<file path="config.mk">
export PLATFORM = sky130hd
export DESIGN_NAME = gpio_bank_ctrl
export DESIGN_NICKNAME = d
export VERILOG_FILES = /design/src/rtl/gpio_bank_ctrl.sv
export SDC_FILE = /design/constraint.sdc
export NUM_CORES = 1
export LEC_CHECK = 0
export BUFFER_PORTS_ARGS = -buffer_cell sky130_fd_sc_hd__buf_4
export CAP_MARGIN = 20
export CORE_UTILIZATION = 35
export CTS_CLUSTER_SIZE = 24
export DETAILED_ROUTE_END_ITERATION = 7
export MAX_ROUTING_LAYER = met4
export SLEW_MARGIN = 0
export SYNTH_ARGS = -nofsm -noshare
export SYNTH_HDL_FRONTEND = slang
export SYNTH_SLANG_ARGS = --single-unit
</file>
<file path="constraint.sdc">
create_clock -name clock -period 2.15 [get_ports clock]
set_clock_uncertainty 0.2 [all_clocks]
set_input_delay 0.1075 -clock clock [delete_from_list [all_inputs] [get_ports clock]]
set_output_delay 0.1075 -clock clock [all_outputs]
set_load 0.01 [all_outputs]
</file>
<file path="src/rtl/gpio_bank_ctrl.sv">
// rtl/gpio_bank_ctrl.sv - GPIO bank with per-pin direction, input filtering and maskable interrupts
module gpio_bank_ctrl #(
  parameter int NUM_GPIO      = 16,
  parameter int FILTER_CYCLES = 16,
  parameter int CNT_W         = 16
) (
  input  logic                clock,
  input  logic                resetb,
  input  logic                req_i,
  input  logic                we_i,
  input  logic [5:0]          addr_i,
  input  logic [31:0]         wdata_i,
  output logic [31:0]         rdata_o,
  output logic                rsp_valid_o,
  output logic                err_o,
  input  logic [NUM_GPIO-1:0] gpio_i,
  output logic [NUM_GPIO-1:0] gpio_o,
  output logic [NUM_GPIO-1:0] gpio_oe_o,
  output logic                intr_o
);

  // Masked writes carry 16 mask/data pairs, so only the low pins are reachable.
  localparam int MASK_N = (NUM_GPIO < 16) ? NUM_GPIO : 16;
  localparam logic [CNT_W-1:0] CNT_LAST = CNT_W'(FILTER_CYCLES - 1);

  localparam logic [3:0] IDX_DATA_IN    = 4'h0;
  localparam logic [3:0] IDX_DATA_OUT   = 4'h1;
  localparam logic [3:0] IDX_DIR        = 4'h2;
  localparam logic [3:0] IDX_INTR_EN    = 4'h3;
  localparam logic [3:0] IDX_INTR_STATE = 4'h4;
  localparam logic [3:0] IDX_RISE_EN    = 4'h5;
  localparam logic [3:0] IDX_FALL_EN    = 4'h6;
  localparam logic [3:0] IDX_LVLHI_EN   = 4'h7;
  localparam logic [3:0] IDX_LVLLO_EN   = 4'h8;
  localparam logic [3:0] IDX_FILTER_EN  = 4'h9;
  localparam logic [3:0] IDX_MASKED_OUT = 4'hA;

  logic [NUM_GPIO-1:0] data_out;
  logic [NUM_GPIO-1:0] dir;
  logic [NUM_GPIO-1:0] intr_en;
  logic [NUM_GPIO-1:0] intr_state;
  logic [NUM_GPIO-1:0] rise_en;
  logic [NUM_GPIO-1:0] fall_en;
  logic [NUM_GPIO-1:0] lvlhi_en;
  logic [NUM_GPIO-1:0] lvllo_en;
  logic [NUM_GPIO-1:0] filter_en;

  logic [NUM_GPIO-1:0] sync_1;
  logic [NUM_GPIO-1:0] sync_2;
  logic [NUM_GPIO-1:0] sync_d;
  logic [NUM_GPIO-1:0] filt;
  logic [NUM_GPIO-1:0] filt_q;
  logic [CNT_W-1:0]    cnt [NUM_GPIO];

  logic                addr_ok;
  logic                wr_en;
  logic                rd_en;
  logic [3:0]          reg_idx;
  logic [NUM_GPIO-1:0] wdata_g;
  logic [NUM_GPIO-1:0] w1c;
  logic [NUM_GPIO-1:0] evt;
  logic [31:0]         rd_word;

  // Address decode and per-register write strobes.
  always_comb begin
    addr_ok = (addr_i <= 6'h28);
    wr_en   = req_i & we_i & addr_ok;
    rd_en   = req_i & ~we_i & addr_ok;
    reg_idx = addr_i[5:2];
    wdata_g = wdata_i[NUM_GPIO-1:0];
    w1c     = (wr_en && reg_idx == IDX_INTR_STATE) ? wdata_g : '0;
  end

  // Interrupt sources, evaluated on the filtered input and its previous value.
  always_comb begin
    evt = (rise_en & filt & ~filt_q)
        | (fall_en & ~filt & filt_q)
        | (lvlhi_en & filt)
        | (lvllo_en & ~filt);
  end

  // Read mux; unused upper bits stay zero and MASKED_OUT reads back zero.
  always_comb begin
    rd_word = '0;
    case (reg_idx)
      IDX_DATA_IN:    rd_word[NUM_GPIO-1:0] = filt;
      IDX_DATA_OUT:   rd_word[NUM_GPIO-1:0] = data_out;
      IDX_DIR:        rd_word[NUM_GPIO-1:0] = dir;
      IDX_INTR_EN:    rd_word[NUM_GPIO-1:0] = intr_en;
      IDX_INTR_STATE: rd_word[NUM_GPIO-1:0] = intr_state;
      IDX_RISE_EN:    rd_word[NUM_GPIO-1:0] = rise_en;
      IDX_FALL_EN:    rd_word[NUM_GPIO-1:0] = fall_en;
      IDX_LVLHI_EN:   rd_word[NUM_GPIO-1:0] = lvlhi_en;
      IDX_LVLLO_EN:   rd_word[NUM_GPIO-1:0] = lvllo_en;
      IDX_FILTER_EN:  rd_word[NUM_GPIO-1:0] = filter_en;
      default:        rd_word = '0;
    endcase
  end

  // Control registers written on the acceptance edge.
  always_ff @(posedge clock) begin
    if (!resetb) begin
      data_out  <= '0;
      dir       <= '0;
      intr_en   <= '0;
      rise_en   <= '0;
      fall_en   <= '0;
      lvlhi_en  <= '0;
      lvllo_en  <= '0;
      filter_en <= '0;
    end else if (wr_en) begin
      case (reg_idx)
        IDX_DATA_OUT:  data_out  <= wdata_g;
        IDX_DIR:       dir       <= wdata_g;
        IDX_INTR_EN:   intr_en   <= wdata_g;
        IDX_RISE_EN:   rise_en   <= wdata_g;
        IDX_FALL_EN:   fall_en   <= wdata_g;
        IDX_LVLHI_EN:  lvlhi_en  <= wdata_g;
        IDX_LVLLO_EN:  lvllo_en  <= wdata_g;
        IDX_FILTER_EN: filter_en <= wdata_g;
        IDX_MASKED_OUT: begin
          for (int i = 0; i < MASK_N; i++) begin
            if (wdata_i[16+i]) data_out[i] <= wdata_i[i];
          end
        end
        default: ;
      endcase
    end
  end

  // Sticky interrupt state; a new event wins over a same-cycle clear.
  always_ff @(posedge clock) begin
    if (!resetb) begin
      intr_state <= '0;
    end else begin
      intr_state <= (intr_state & ~w1c) | evt;
    end
  end

  // Aggregated interrupt line, one cycle behind the masked state.
  always_ff @(posedge clock) begin
    if (!resetb) begin
      intr_o <= 1'b0;
    end else begin
      intr_o <= |(intr_state & intr_en);
    end
  end

  // Single-cycle response; errors and writes return zero data.
  always_ff @(posedge clock) begin
    if (!resetb) begin
      rsp_valid_o <= 1'b0;
      err_o       <= 1'b0;
      rdata_o     <= '0;
    end else begin
      rsp_valid_o <= req_i;
      err_o       <= req_i & ~addr_ok;
      rdata_o     <= rd_en ? rd_word : '0;
    end
  end

  // Two-flop synchroniser plus one more stage used to detect sync changes.
  always_ff @(posedge clock) begin
    if (!resetb) begin
      sync_1 <= '0;
      sync_2 <= '0;
      sync_d <= '0;
      filt_q <= '0;
    end else begin
      sync_1 <= gpio_i;
      sync_2 <= sync_1;
      sync_d <= sync_2;
      filt_q <= filt;
    end
  end

  // Per-pin glitch filter: a new level must hold for FILTER_CYCLES before it is accepted.
  always_ff @(posedge clock) begin
    if (!resetb) begin
      filt <= '0;
      for (int i = 0; i < NUM_GPIO; i++) cnt[i] <= '0;
    end else begin
      for (int i = 0; i < NUM_GPIO; i++) begin
        if (!filter_en[i]) begin
          cnt[i]  <= '0;
          filt[i] <= sync_2[i];
        end else if ((sync_2[i] == filt[i]) || (sync_2[i] != sync_d[i])) begin
          cnt[i] <= '0;
        end else if (cnt[i] == CNT_LAST) begin
          cnt[i]  <= '0;
          filt[i] <= sync_2[i];
        end else begin
          cnt[i] <= cnt[i] + CNT_W'(1);
        end
      end
    end
  end

  assign gpio_o    = data_out;
  assign gpio_oe_o = dir;

endmodule

</file>
==> summary.md, run 1 <==
| Metric | Value |
|---|---|
| WL final | `63,800 um` |
| Fillers | `6,420` |
| Number of synthesized flops with an enable pin | `256` |
| CTS tree | `yes` |
| Root Driver | `clkbuf_16` |
| Die X | `264 um` |
| Cells on worst reg2reg path | `6` |
| CP bufs+invs | `4` |
| PD cells | `711 mW/mm^2` |
| Largest stage delay on the critical path | `0.57 ns` |
| Final hold violations | `0` |
| Total core area | `0.0675 mm^2` |
| Largest net degree at the start of global routing | `37` |
| Final Max Tran Viols | `0` |
| CP Class | `input port to flop` |
| Via count | `19,600` |
| Final HPWL DP | `43,700 um` |
| Worst Setup EP | `err_o` |
| Initial antenna violation count | `6` |
| CP required | `2.45 ns` |
| Top_reg_cell synth | `edfxtp_1` |
| Largest register FFs | `256` |
| Leakage dissipation | `10.2 nW` |
| Per-cell routed wire length | `16.5 um` |
| F_max | `492 MHz` |
| Synth area leaders | `edfxtp_1, dfxtp_1, xnor2_1` |
| Clock transition at the registers of the reported paths | `0.07 ns` |
| Post-DR vias/cell | `5.07` |
| Met3 GRT Util | `3.49%` |
| Setup TNS | `0 ns` |
| Worst min-delay path class | `input port to flop` |
| Post-synthesis cell count | `2,505` |
| Sequential share of the synthesized area | `52.2%` |
| First-pass GRT wire length | `101,000 um` |
| Synth top area share | `32.0%` |
| Reg2reg end | `cnt[1][99]` |
| Asr flop ratio synth | `0%` |
| Largest Register | `cnt` |
| Syn Area/Cell | `9.59 um^2` |
| Share of the clock period used by the worst path | `94.6%` |
| Post-route setup slack | `0.117 ns` |
| RSZ-0062 raised after global routing | `no` |
| Measured slew at the worst slew-check pin | `0.500 ns` |
| Vias in the first global route | `18,800` |
| Slew HR | `66.6%` |
| Crit path depth | `6` |
| Met1 GRT Util | `23.9%` |
| # IOs | `125` |
| Place WS | `0.164 ns` |
| TritonRoute pass-1 iters | `6` |
| Synthesized flop and latch total | `499` |
| Met2 Usage GRT | `29.7%` |
| Area leader, netlist | `edfxtp_1` |
| Layout cells sized above 1 | `10.7%` |
| Synth unique cells | `60` |
| CP Cell Sequence | `dlygate4sd3_1 > buf_4 > and2_1 > dlygate4sd3_1 > and3_1 > dlygate4sd3_1` |
| Arrival time worst endpoint | `2.33 ns` |
| Outcome | `finished clean` |
| CP dominant cell by count | `dlygate4sd3_1` |
| Drt drc | `0` |
| Clock latency on the worst-skew pair | `0.61 ns` |
| Max-cap violations | `0` |
| RD Place Congestion | `0.876` |
| Grt peak-use layer | `met2` |
| Row cnt | `95` |
| Die H | `264 um` |
| Nets | `3,023` |
| Total GRT Usage | `18.6%` |
| Critical path fanouts, max | `5` |
| Die area | `0.0697 mm^2` |
| Cts bufs inserted | `55` |
| Final setup viols | `0` |
| Clock buffer depth | `3` |
| GR Overflow Total | `0` |
| # clock sinks | `499` |
| Mapped cell area | `0.0240 mm^2` |
| Area growth syn-to-layout | `23.8%` |
| Minimum clock period | `2.03 ns` |
| R2r setup slk | `0.18 ns` |
| Family with the most delay on the worst path | `buffers and inverters` |
| Post-route ant nets | `0` |
| Setup crit end kind | `flop` |
| Nature of the critical path startpoint | `input port` |
| Critical R2R Launch | `cnt[1][96]` |
| Synth Warn # | `0` |
| DRT iter0 DRCs | `1,712` |
| Htree depth | `2` |
| Initial cell density of the core | `35.6%` |
| Maximum vdd ir drop | `0.000528 V` |
| Critical-path top delay cell | `dlygate4sd3_1` |
| Crit. Startpoint | `resetb` |
| Number of buffers inserted by port buffering | `108` |
==> placed cells by master, fill, tap and decap left out, drive strengths merged, types with 44 or more instances in the layout <==
cell type / synthesis / layout
dfxtp: 243 / 243
and2: 80 / 80
nor2: 259 / 259
nor4: 91 / 91
conb: 2 / 272
nand2: 325 / 325
dlygate4sd3: 0 / 75
nor3: 44 / 44
xnor2: 144 / 144
clkbuf: 87 / 77
o21ai: 44 / 44
a21oi: 200 / 200
buf: 60 / 189
xor2: 56 / 56
edfxtp: 256 / 256
inv: 80 / 82
nand4: 71 / 71
nand3: 84 / 84
==> worst min-delay path by stage <==
stage | from | to | slack (ns) | cells past startpoint
after CTS | wdata_i[10] | lvllo_en[10] | 0.14 | 4
after global routing | wdata_i[7] | lvlhi_en[7] | 0.17 | 4
final | wdata_i[7] | gpio_oe_o[7] | 0.18 | 4
after detailed placement | gpio_i[15] | sync_1[15] | 0.12 | 2
after global placement | gpio_i[15] | sync_1[15] | 0.12 | 2
after floorplan | gpio_i[0] | sync_1[0] | 0.03 | 1
==> Yosys cell counts (27+ instances only) <==
master,count
nand4_1,71
a31oi_1,33
a221oi_1,35
nand2_1,325
nor2_1,259
and2_1,79
nor3_1,44
buf_4,27
xor2_1,56
buf_2,33
xnor2_1,144
edfxtp_1,256
o21ai_0,44
a21oi_1,200
nand3_1,82
nor4_1,90
dfxtp_1,243
a22o_1,35
clkbuf_1,81
inv_1,79
==> per-stage QoR <==
step                instance area, um^2  total power, mW  hold WS [ns]  util, %  instances
detailed placement                27100             11.6         0.121     40.2       3690
floorplan                         25000             11.2        0.0348        -       2775
global placement                  27100             11.6         0.122     40.2       3690
finish                            29700             21.1         0.185     44.1       3874
global route                      29700             21.9         0.171     44.1       3874
CTS                               29700             21.4         0.141     44.0       3868
==> kinds of logic after synthesis <==
| kind of cell | after synthesis | share of synthesized area, % |
|---|---|---|
| flip-flops | 499 | 52.2 |
| other | 2 | 0.0313 |
| AO/OA/AOI/OAI | 444 | 11.6 |
| adder cells (fa/ha/maj) | 16 | 0.833 |
| AND/OR/NAND/NOR | 1101 | 23.1 |
| buffers and inverters | 227 | 4.17 |
| XOR/XNOR | 200 | 7.29 |
| multiplexers | 16 | 0.750 |
==> repair_timing <==
| action | CTS | global route |
|---|---|---|
| hold buffers | 75 | 0 |
| setup buffers | 0 | 0 |
| endpoints found under the setup margin | 0 | 10 |
| gates resized for setup | 0 | 1 |
| hold endpoints to repair | 223 | 0 |
==> worst register-to-register path: cells and delay by family, from the launching register on <==
kind	cells	cell delay [ns]
AND/OR/NAND/NOR	4	0.71
flip-flops	1	0.39
buffers and inverters	1	0.21
adder cells (fa/ha/maj)	1	0.20
==> power breakdown <==
group          total [mW]  internal (mW)  switching, mW  leakage [nW]
Sequential           10.5           10.2          0.288          4.61
Combinational        1.02          0.447          0.575          4.71
Clock                9.59           5.64           3.95         0.922
Total                21.1           16.3           4.82          10.2
==> layout make-up <==
cell class / count / area [um^2] / share of cell area (%)
Tap cell: 873 / 1090 / 3.67
Antenna cell: 6 / 15.0 / 0.0505
Clock buffer: 77 / 1660 / 5.58
Timing Repair Buffer: 264 / 2410 / 8.09
Sequential cell: 499 / 12600 / 42.2
Multi-Input combinational cell: 2049 / 11500 / 38.7
Inverter: 80 / 303 / 1.02
Clock inverter: 26 / 199 / 0.669
==> layer usage <==
layer | vias up | wire [um]
li1 | 9602 | -
met1 | 9361 | 28300
met2 | 573 | 29800
met3 | 112 | 4200
met4 | 0 | 1550
met5 | - | 0
(Power assumes the default switching activity.)
==> run 2: changes to the inputs <==
CORE_UTILIZATION = 60   (was 35)
PLACE_DENSITY = 0.78   (was not set)
==> run 2 against run 1 <==
Against the previous run:
- non-clock buffer count did not move
- routed wire length fell by 4.5%
- via count rose by 2.5%
- critical path type unchanged
- largest cell class unchanged
- largest power group unchanged
==> summary.md, run 2 (synthesis gave the netlist of run 1 again) <==
| Metric | Value |
|---|---|
| Clock transition at the registers of the reported paths | `0.06 ns (about the same)` |
| Hold Startpoint | `gpio_i[10]` |
| Die area | `0.0409 mm^2 (-41%)` |
| Post-DR vias/cell | `5.74 (+13%)` |
| # clock sinks | `499 (unchanged)` |
| CP required | `2.43 ns (-0.02 ns)` |
| Post-Route Utilization | `74.2% (+30 points)` |
| Arrival time worst endpoint | `2.36 ns (+0.03 ns)` |
| Design area | `0.0290 mm^2 (-2.5%)` |
| Drt drc | `0 (unchanged)` |
| Clock buffer depth | `3 (unchanged)` |
| Max-cap violations | `0 (unchanged)` |
| TritonRoute pass-1 iters | `6 (unchanged)` |
| Power after layout | `20.3 mW (-3.9%)` |
| Per-cell routed wire length | `17.4 um (+5.3%)` |
| Number of buffers inserted by port buffering | `108 (unchanged)` |
| Largest Register | `cnt` |
| Total GRT Usage | `30.7% (+12 points)` |
| Post-route setup slack | `0.0735 ns (-0.0433 ns)` |
| Slew HR | `56.8% (-9.9 points)` |
| Largest net degree at the start of global routing | `44 (+19%)` |
| First-pass GRT wire length | `98,500 um (-2.6%)` |
| DRT iter0 DRCs | `1,739 (+1.6%)` |
| Outcome | `finished clean` |
| Final HPWL DP | `41,000 um (-6.2%)` |
| Crit. Startpoint | `resetb` |
| Initial antenna violation count | `3 (-3)` |
| Vias in the first global route | `19,700 (+4.9%)` |
| CTS tree | `yes` |
| Total core area | `0.0391 mm^2 (-42%)` |
| WL final | `60,900 um (-4.5%)` |
| Setup TNS | `0 ns (unchanged)` |
| GR Overflow Total | `0 (unchanged)` |
| Clock latency on the worst-skew pair | `0.60 ns (about the same)` |
| DP Area | `0.0266 mm^2 (-1.9%)` |
| Leakage dissipation | `10.1 nW (-1.1%)` |
| Critical R2R Launch | `cnt[1][112]` |
| Share of the clock period used by the worst path | `96.6% (+2.0 points)` |
| Place WS | `0.153 ns (-0.0102 ns)` |
| CP Class | `input port to flop` |
| Critical path fanouts, max | `8 (+3)` |
| Final Max Tran Viols | `0 (unchanged)` |
| Maximum vdd ir drop | `0.000586 V (+11%)` |
| Layout cells sized above 1 | `10.3% (-0.32 points)` |
| # IOs | `125 (unchanged)` |
| Commonest non-fill, non-tap cell in the layout | `nand2_1` |
| Via count | `20,100 (+2.5%)` |
| Final setup viols | `0 (unchanged)` |
| Cts bufs inserted | `52 (-5.5%)` |
| Htree depth | `2 (unchanged)` |
| Die H | `202 um (-23%)` |
| Post-route ant nets | `0 (unchanged)` |
| Worst min-delay path class | `input port to flop` |
| Measured slew at the worst slew-check pin | `0.648 ns (+0.148 ns)` |
| RSZ-0062 raised after global routing | `no` |
| Most frequent cells in the layout | `nand2_1, conb_1, nor2_1, edfxtp_1, dfxtp_1` |
| Largest register FFs | `256 (unchanged)` |
| Initial cell density of the core | `61.5% (+26 points)` |
| Minimum clock period | `2.08 ns (+0.0433 ns)` |
| Final hold violations | `0 (unchanged)` |
| Root Driver | `clkbuf_16` |
| Area growth syn-to-layout | `20.8%` |
| Row cnt | `72 (-24%)` |
| Die X | `202 um (-23%)` |
| PD cells | `700 mW/mm^2 (-1.5%)` |
| Setup crit end kind | `flop` |
| F_max | `482 MHz (-2.1%)` |
| Nets | `3,020 (-0.099%)` |
| Nature of the critical path startpoint | `input port` |
| R2r setup slk | `0.11 ns (-0.07 ns)` |
| RD Place Congestion | `0.925 (+5.6%)` |
## run 2: cell count changes in the layout (fill, tap and decap cells not counted), sizes merged
cell         delta
bufinv          -2
dlygate4sd3     -1
clkinv          -5
diode           -3
buf             +1
clkinvlp        -3
clkbuf          +3
inv             +2
## run 2: layout make-up
cell class / count / area, um^2
fill: 2810 / 10100
clock buffer: 80 / 1570
multi-input combinational: 2049 / 11500
sequential: 499 / 12600
antenna: 3 / 7.51
inverter: 80 / 303
timing repair buffer: 264 / 2330
tap: 518 / 648
clock inverter: 18 / 98.8
## run 2: worst max-delay path: stages
cell and delay [ns]:
dlygate4sd3_1 0.57, buf_4 0.21, and2_1 0.18, dlygate4sd3_1 0.57, and3_1 0.17, dlygate4sd3_1 0.54
## run 2: timing repair
item                                    CTS  global route
endpoints found under the setup margin    0             0
gates resized for setup                   0             0
buffers inserted                          0             0
endpoints found under the hold margin   222             0
hold buffers                             74             0
## run 2: metrics by stage
stage / hold slack [ns] / std cells
5_1_grt: 0.0986 / 3511
6_report: 0.0980 / 3511
2_1_floorplan: 0.0348 / 2775
3_3_place_gp: 0.114 / 3336
3_5_place_dp: 0.118 / 3336
4_1_cts: 0.0614 / 3508
## run 2: power breakdown
group          leakage (nW)  switching, mW  internal, mW
combinational          4.68          0.564         0.440
clock                 0.834           3.75          5.02
sequential             4.61          0.292          10.2
## run 2: worst paths after layout
kind / to / cells past startpoint
worst min-delay path: sync_1[10] / 3
worst max-delay path: err_o / 6
worst max register to register: cnt[1][121] / 6
worst min register to register: sync_2[12] / 1
## run 2: per-layer routing
layer  vias up  global-route usage (%)  wire length [um]
met5         -                       -                 0
met4         0                    11.4              2030
met3       164                    4.93              5230
met2       847                    50.6             29100
met1      9535                    38.1             24600
li1       9595                       -                 -
==> run 3: changes to the inputs <==
ABC_AREA = 1   (was not set)
GPL_ROUTABILITY_DRIVEN = 0   (was not set)
SETUP_SLACK_MARGIN = 0.4   (was not set)
==> run 3 against run 2 <==
Against the previous run:
- area after synthesis rose by 9.5%
- combinational power rose by 49%
- cell count rose by 39%
- synthesized cell count rose by 46%
- clock power rose by 7.3%
- clock-buffer cell count rose by 4
- sequential power barely moved
- core utilization rose by 7.1 points
- worst setup slack improved by 0.11 ns
- first-iteration DRC count rose by 49%
- power rose by 5.5%
- global-route usage rose by 0.83 points
- largest power group unchanged
==> summary.md, run 3 <==
| Metric | Value |
|---|---|
| Outcome | `finished clean` |
| Post-route setup slack | `0.187 ns (+0.113 ns)` |
| Synth area leaders | `edfxtp_1, dfxtp_1, nand2_1` |
| Maximum vdd ir drop | `0.000628 V (+7.1%)` |
| Most frequent cells in the layout | `nand2_1, nor2_1, inv_1, conb_1, buf_4` |
| Asr flop ratio synth | `0% (unchanged)` |
| Via count | `26,300 (+31%)` |
| Root Driver | `clkbuf_16` |
| Commonest cells post-synth | `nand2_1, nor2_1, inv_1` |
| Vias in the first global route | `23,500 (+19%)` |
| Synthesized flop and latch total | `499 (unchanged)` |
| Slew HR | `65.7% (+8.9 points)` |
| Share of the clock period used by the worst path | `91.3% (-5.3 points)` |
| First-pass GRT wire length | `111,000 um (+13%)` |
| Critical path fanouts, max | `5 (-3)` |
| Synth top area share | `29.2% (-2.8 points)` |
| Non-filler cells, final | `4,890 (+39%)` |
| Largest Register | `cnt` |
| Number of buffers inserted by port buffering | `108 (unchanged)` |
| CP required | `2.30 ns (-0.13 ns)` |
| Final setup viols | `0 (unchanged)` |
| Area growth syn-to-layout | `33.5%` |
| Family with the most delay on the worst path | `simple AND/OR/NAND/NOR gates` |
| Post-route ant nets | `0 (unchanged)` |
| Multi-input gate area | `0.0144 mm^2 (+25%)` |
| CTS tree | `yes` |
| WL final | `78,000 um (+28%)` |
| Largest stage delay on the critical path | `0.46 ns (-0.11 ns)` |
| Register area | `0.0126 mm^2 (+0.12%)` |
| PD cells | `610 mW/mm^2 (-13%)` |
| Largest register FFs | `256 (unchanged)` |
| Crit. Startpoint | `cnt[0][48]` |
| RSZ-0062 raised after global routing | `yes` |
| Cts bufs inserted | `53 (+1.9%)` |
| Leakage dissipation | `15.3 nW (+51%)` |
| Nets | `4,335 (+44%)` |
| TritonRoute pass-1 iters | `7 (+1)` |
| Sequential share of the synthesized area | `47.7% (-4.5 points)` |
| Synth Warn # | `0 (unchanged)` |
| Drt drc | `0 (unchanged)` |
| # IOs | `125 (unchanged)` |
| Mapped cell area | `0.0263 mm^2 (+9.5%)` |
| Initial antenna violation count | `1 (-2)` |
| Fillers | `2,794 (-0.57%)` |
| Syn Area/Cell | `7.22 um^2 (-25%)` |
| Critical-path top delay cell | `edfxtp_1` |
| Final Max Tran Viols | `0 (unchanged)` |
| Critical R2R Launch | `cnt[0][48]` |
| CP Class | `flop to flop` |
| Layout cells sized above 1 | `20.7% (+10 points)` |
| Total core area | `0.0432 mm^2 (+10%)` |
| Commonest non-fill, non-tap cell in the layout | `nand2_1` |
| CP bufs+invs | `1 (-3)` |
| Die X | `211 um (+4.6%)` |
| F_max | `509 MHz (+5.8%)` |
| Clock transition at the registers of the reported paths | `0.06 ns (about the same)` |
| Total GRT Usage | `31.5% (+0.83 points)` |
| Die area | `0.0447 mm^2 (+9.4%)` |
| Row cnt | `76 (+5.6%)` |
| Clock buffer depth | `3 (unchanged)` |
| Top_reg_cell synth | `edfxtp_1` |
| Per-cell routed wire length | `16.0 um (-8.1%)` |
| GR Overflow Total | `0 (unchanged)` |
| Post-synthesis cell count | `3,646 (+46%)` |
| Max-cap violations | `0 (unchanged)` |
| Post-DR vias/cell | `5.38 (-6.3%)` |
| Nature of the critical path startpoint | `flop` |
| Place WS | `0.114 ns (-0.0391 ns)` |
| Minimum clock period | `1.96 ns (-0.113 ns)` |
| Arrival time worst endpoint | `2.12 ns (-0.24 ns)` |
| Initial cell density of the core | `60.9% (-0.52 points)` |
| Final HPWL DP | `44,600 um (+8.7%)` |
| Number of synthesized flops with an enable pin | `256 (unchanged)` |
| Setup crit end kind | `flop` |
| Synth unique cells | `34 (-43%)` |
| # clock sinks | `499 (unchanged)` |
| CP Cell Sequence | `ha_4 > nand2_4 > nor2_4 > nand2_2 > nor2_4 > nand2_4 > nand3_4 > buf_12 > a21oi_2` |
| Count leader, synth | `nand2_1` |
| DRT iter0 DRCs | `2,588 (+49%)` |
| Setup TNS | `0 ns (unchanged)` |
| Placed cells | `4,556 (+37%)` |
| Worst min-delay path class | `input port to flop` |
| Measured slew at the worst slew-check pin | `0.512 ns (-0.136 ns)` |
| Hold Startpoint | `addr_i[2]` |
| Power after layout | `21.4 mW (+5.5%)` |
| Area leader, netlist | `edfxtp_1` |
| Clock latency on the worst-skew pair | `0.61 ns (about the same)` |
| Htree depth | `2 (unchanged)` |
| Largest net degree at the start of global routing | `51 (+16%)` |
| Final hold violations | `0 (unchanged)` |
| Die H | `211 um (+4.6%)` |
==> run 3: report_power, final <==
part	internal [mW]	total (mW)	switching [mW]	leakage, nW
Sequential	10.3	10.5	0.255	4.62
Combinational	0.531	1.49	0.963	9.75
Clock	5.49	9.42	3.93	0.889
==> run 3: layer usage <==
layer	GRT usage [%]	vias up	routed length (um)
met4	12.9	0	3830
met5	-	-	0
met3	3.89	321	5740
met1	38.3	12100	29900
li1	-	12600	-
met2	53.1	1261	38500
==> run 3: stage by stage <==
step                      utilization (%)  area, um^2  hold WS (ns)
after global routing                 81.4       35100        0.0553
after floorplan                         -       27600       0.00513
after CTS                            75.7       32700       0.00394
after global placement               67.3       29000        0.0900
final                                81.4       35100        0.0274
after detailed placement             67.3       29000        0.0953
==> run 3: kinds of logic (layout without fill, tap and decap cells) <==
family,count (synthesis),count (layout),share of synthesized area (%)
other cells,2,273,0.0285
fa+ha+maj,16,16,0.761
compound gates,336,336,6.60
simple gates,2076,2079,32.9
buf+inv,651,1036,9.79
flops,499,499,47.7
xor+xnor,66,66,2.20
==> run 3: cell type report <==
cell class	count	share of cell area [%]
Clock inverter	14	0.292
Antenna cell	1	0.00712
Sequential cell	499	35.8
Multi-Input combinational cell	2769	41.0
Tap cell	585	2.08
Inverter	533	5.75
Clock buffer	84	4.79
Timing Repair Buffer	405	10.3
==> run 3: path summary, 6_finish.rpt <==
path	end	slack, ns	cells past startpoint
max	cnt[0][59]	0.19	9
min	gpio_oe_o[0]	0.03	6
max reg2reg	cnt[0][59]	0.19	9
min reg2reg	sync_2[9]	0.21	2
==> run 3: worst register-to-register path: stages (launching register included) <==
cell	delay (ns)
edfxtp_1	0.46
ha_4	0.20
nand2_4	0.07
nor2_4	0.14
nand2_2	0.11
nor2_4	0.17
nand2_4	0.09
nand3_4	0.12
buf_12	0.14
a21oi_2	0.03
==> run 3: repair_timing <==
action | in CTS | in global routing
pin swaps | 43 | 102
setup buffers | 49 | 95
hold endpoints to repair | 206 | 0
setup endpoints to repair | 255 | 299
cloned | 6 | 4
hold buffers | 81 | 0
gates resized for setup | 168 | 445
